[src/rtl/weight_loader.sv]
// Transmit side of the PE weight-load interface: shifts one tile of ROWS Q8.8
// weights down a PE column on the broadcast accept strobe, then requests a switch.
module weight_loader #(
    parameter int ROWS   = 4,
    parameter int DATA_W = 16,
    parameter int CNT_W  = 8
) (
    input  logic              clk,
    input  logic              rst_n,
    input  logic              start,
    input  logic              w_valid,
    output logic              w_ready,
    input  logic [DATA_W-1:0] w_data,
    output logic [DATA_W-1:0] col_weight_out,
    output logic              col_accept_w_out,
    output logic              switch_req,
    input  logic              switch_ack,
    output logic              busy,
    output logic              tile_done,
    output logic [CNT_W-1:0]  tiles_loaded
);

    localparam int CW = (ROWS > 2) ? $clog2(ROWS) : 1;
    localparam logic [CW-1:0] LAST_IDX = CW'(ROWS - 1);

    typedef enum logic [1:0] {
        IDLE = 2'd0,
        LOAD = 2'd1,
        LAST = 2'd2,
        PEND = 2'd3
    } state_t;

    state_t                   state_q;
    logic [CW-1:0]            cnt_q;
    logic                     w_ready_q;
    logic signed [DATA_W-1:0] weight_q;
    logic                     accept_q;
    logic                     switch_req_q;
    logic                     busy_q;
    logic                     tile_done_q;
    logic [CNT_W-1:0]         tiles_q;
    logic                     fire;

    assign fire = w_valid & w_ready_q;

    always_ff @(posedge clk or negedge rst_n) begin
        if (!rst_n) begin
            state_q      <= IDLE;
            cnt_q        <= '0;
            w_ready_q    <= 1'b0;
            weight_q     <= '0;
            accept_q     <= 1'b0;
            switch_req_q <= 1'b0;
            busy_q       <= 1'b0;
            tile_done_q  <= 1'b0;
            tiles_q      <= '0;
        end else begin
            // Bus and strobe default to idle each cycle; a stall leaves the column untouched.
            weight_q    <= '0;
            accept_q    <= 1'b0;
            tile_done_q <= 1'b0;
            case (state_q)
                IDLE: begin
                    if (start) begin
                        state_q   <= LOAD;
                        cnt_q     <= '0;
                        w_ready_q <= 1'b1;
                        busy_q    <= 1'b1;
                    end
                end
                LOAD: begin
                    if (fire) begin
                        weight_q <= w_data;
                        accept_q <= 1'b1;
                        cnt_q    <= cnt_q + 1'b1;
                        if (cnt_q == LAST_IDX) begin
                            state_q   <= LAST;
                            w_ready_q <= 1'b0;
                        end
                    end
                end
                LAST: begin
                    // Final weight is on the bus now; request the switch only after it lands.
                    state_q      <= PEND;
                    switch_req_q <= 1'b1;
                end
                PEND: begin
                    if (switch_ack) begin
                        tile_done_q  <= 1'b1;
                        tiles_q      <= tiles_q + 1'b1;
                        switch_req_q <= 1'b0;
                        if (start) begin
                            state_q   <= LOAD;
                            cnt_q     <= '0;
                            w_ready_q <= 1'b1;
                        end else begin
                            state_q <= IDLE;
                            busy_q  <= 1'b0;
                        end
                    end
                end
                default: begin
                    state_q   <= IDLE;
                    w_ready_q <= 1'b0;
                    busy_q    <= 1'b0;
                end
            endcase
        end
    end

    assign w_ready          = w_ready_q;
    assign col_weight_out   = weight_q;
    assign col_accept_w_out = accept_q;
    assign switch_req       = switch_req_q;
    assign busy             = busy_q;
    assign tile_done        = tile_done_q;
    assign tiles_loaded     = tiles_q;

endmodule
[config.mk]
export PLATFORM = sky130hd
export DESIGN_NAME = weight_loader
export DESIGN_NICKNAME = d
export VERILOG_FILES = /design/src/rtl/weight_loader.sv
export SDC_FILE = /design/constraint.sdc
export NUM_CORES = 1
export LEC_CHECK = 0
export CAP_MARGIN = 30
export CORE_MARGIN = 5
export CORE_UTILIZATION = 44
export DETAILED_ROUTE_END_ITERATION = 12
export PLACE_DENSITY_LB_ADDON = 0.25
export SYNTH_ARGS = -nofsm -noshare
export SYNTH_HDL_FRONTEND = slang
export SYNTH_SLANG_ARGS = --single-unit
[constraint.sdc]
create_clock -name clk -period 1.9 [get_ports clk]
set_input_delay 0.19 -clock clk [delete_from_list [all_inputs] [get_ports clk]]
set_output_delay 0.19 -clock clk [all_outputs]
set_load 0.005 [all_outputs]
==> flow_summary.toml, run 1 <==
[cells_and_area]
final_layout_size_suffix_gt1_share_pct = 7.23
area_growth_pct = 45.0
final_util_pct = 66.8
layout_common_cells = "clkdlybuf4s50_1 (49), dfrtp_1 (33), and2_1 (17)"
multi_input_area_sq_um = 566
antenna_cells = 0
seq_area_sq_um = 826
final_common_cell = "clkdlybuf4s50_1"
final_nets = 195
fillers = 265
final_area_sq_um = 2040

[sta]
skew_ns = 0.00668
period_share_pct = 89.7
maxSlewViolCount = 0
worst_pin_slew_ns = 0.411
relSlewSlack_pct = 72.6
fmax_mhz = 587
finalHoldViolCount = 0
timing.final.ws_setup_ns = 0.195
setup_viol = 0
grt_setup_unrepaired = "false"
fin_setup_tns_ns = 0
layout_min_cycle_time_ns = 1.70
hold_ws_ns = 0.265

[clocking]
root_buffer = "clkbuf_4"
cts_tree = "yes"
clock_sinks = 33
insertion_delay_ns = 0.32
h-tree-depth = 2
clk_pin_slew_ns = 0.10
cts-buffers-inserted = 5
cts_buffer_depth = 2

[power]
combPwrFrac_pct = 39.4
power.internal_mw = 1.76
switching_share_pct = 31.3
p_seq_share_pct = 39.9
p_clk_share_pct = 20.7
switchingPower_mw = 0.803
peakVddDrop_mv = 0.701
power.density_nw_per_um2 = 1260
leakage_nw = 0.913

[logic_synthesis]
yosysUniqueCellTypes = 30
synth-edff-count = 0
ys_seq_area_share_pct = 58.7
ys.flop_type = "dfrtp_1"
syn_nets = 140
synth_area_per_cell_sq_um = 12.8
ys_ff_latch = 33
synthCells = 110
synth_area_sq_um = 1410
synth-async-reset-ratio_pct = 100
synth_warnings = 0

[placed_design]
dpl.hpwl_mm = 2.21
place_area_sq_um = 1950
port_buffers = 49
gp_congestion = 0.729
pre_cts_ws_ns = 0.185

[global_route]
grt_pass1_vias = 1023
grt_use_total_pct = 13.9
grt_pass1_wl_mm = 4.59
gr-total-overflow = 0
grt_antenna_before_repair = 0
grt_max_degree = 34

[route]
drt_iter0_markers = 32
wirelength_mm = 2.87
routedWlPerCell_um = 13.7
drt.antenna.violating_nets = 0
drt-pass1-iter-count = 3
viasPerCell = 4.72
num_vias = 992
drc = 0

[critical_path]
r2r_end = "state_q[0]$_DFFE_PN0P_"
worstSetupEndpointType = "flop"
crit_path_start_kind = "flop"
crit_fanout = 5
worstSetupPathType = "flop to flop"
rr_startpoint = "state_q[1]$_DFFE_PN0P_"
crit_required_ns = 2.14
rrSetupSlack_ns = 0.20
r2r_cells = 6
worst_ep_arrival_time_ns = 1.95

[run_status]
status = "complete, no violations"

[floorplan]
fp.dieH_um = 66.6
start_util_pct = 46.1
coreArea_sq_um = 3050
io_pins = 50
num_rows = 20
die_w_um = 66.6
die_area_sq_um = 4430

[job]
cap_viol_max_count = 0

[min_path]
hold_path.class = "input pin to async pin"
==> worst max-delay path, stage by stage (launching register included) <==
cell,delay [ns]
dfrtp_1,0.42
inv_1,0.12
ha_1,0.23
a21boi_2,0.19
a2111oi_4,0.40
o21ai_1,0.12
a22oi_1,0.14
==> metrics by stage <==
| step | std cells | total power [mW] |
|---|---|---|
| 3_5_place_dp | 202 | 2.04 |
| 2_1_floorplan | 110 | 1.59 |
| 6_report | 210 | 2.56 |
| 5_1_grt | 210 | 2.75 |
| 4_1_cts | 210 | 2.59 |
| 3_3_place_gp | 202 | 1.99 |
==> how the worst max path moves through the flow <==
stage	startpoint	to	depth (start not counted)
floorplan	state_q[1]$_DFFE_PN0P_	cnt_q[1]$_DFFE_PN0P_	6
global placement	state_q[1]$_DFFE_PN0P_	cnt_q[1]$_DFFE_PN0P_	6
detailed placement	state_q[1]$_DFFE_PN0P_	cnt_q[1]$_DFFE_PN0P_	6
CTS	state_q[1]$_DFFE_PN0P_	cnt_q[1]$_DFFE_PN0P_	6
global route	state_q[1]$_DFFE_PN0P_	state_q[0]$_DFFE_PN0P_	6
finish	state_q[1]$_DFFE_PN0P_	state_q[0]$_DFFE_PN0P_	6
==> area by class of cell <==
cell class	count	share of cell area, %
Inverter	3	0.552
Sequential cell	33	40.5
Clock buffer	7	2.70
Multi-Input combinational cell	72	27.7
Timing Repair Buffer	50	24.4
Clock inverter	1	1.47
Tap cell	44	2.70
==> kinds of logic after synthesis <==
family / Yosys count / share of synthesized area (%)
compound gates: 16 / 9.51
xor+xnor: 7 / 4.36
fa+ha+maj: 9 / 8.00
buf+inv: 5 / 1.51
flops: 33 / 58.7
mux: 3 / 2.22
simple gates: 37 / 15.7
==> repair_timing <==
| action | in CTS | in global routing |
|---|---|---|
| hold buffers | 0 | 0 |
| buffers inserted | 0 | 0 |
| endpoints found under the setup margin | 0 | 2 |
| resized for setup | 0 | 1 |
==> sequential cells by signal, indices dropped and copies added, names as in the netlist <==
| register | count |
|---|---|
| col_accept_w_out | 1 |
| w_ready | 1 |
| state_q | 2 |
| cnt_q | 2 |
| col_weight_out | 16 |
| switch_req | 1 |
| tiles_loaded | 8 |
| tile_done | 1 |
| busy | 1 |
==> synthesized netlist by cell type (all sizes together) (2+ instances only) <==
cell	number	area [sq um]
xnor2	6	52.6
and2	17	106
a31oi	2	12.5
ha	9	113
mux2i	2	20.0
nor2b	3	26.3
a211oi	2	15.0
nand4	3	18.8
inv	3	11.3
o21ai	4	20.0
nand2	7	26.3
dfrtp	33	826
and3	3	18.8
buf	2	10.0
==> layer usage <==
layer | vias to the layer above | part of all wire (%) | wire, um | track usage, %
met4 | 0 | 0.52 | 15 | 3.81
met3 | 2 | 9.0 | 259 | 6.41
met1 | 467 | 41 | 1170 | 14.1
met2 | 36 | 50 | 1430 | 25.2
li1 | 487 | - | - | -
met5 | - | 0 | 0 | 0
==> power by group through the flow <==
stage / logic [mW] / clock network, mW / registers (mW)
final: 1.01 / 0.532 / 1.02
after global routing: 1.12 / 0.581 / 1.05
after CTS: 1.01 / 0.551 / 1.03
after detailed placement: 1.00 / 0 / 1.04
after global placement: 0.965 / 0 / 1.02
after floorplan: 0.563 / 0 / 1.03
Power figures use the tool's default switching activity.
==> inputs of run 2 (changes only) <==
--- a/config.mk
+++ b/config.mk
@@ -5,7 +5,7 @@
 export SDC_FILE = /design/constraint.sdc
 export NUM_CORES = 1
 export LEC_CHECK = 0
-export CAP_MARGIN = 30
+export CAP_MARGIN = 20
 export CORE_MARGIN = 5
 export CORE_UTILIZATION = 44
 export DETAILED_ROUTE_END_ITERATION = 12
==> results of run 2 <==
The final DEF is identical to that of run 1; final timing and power are the same.
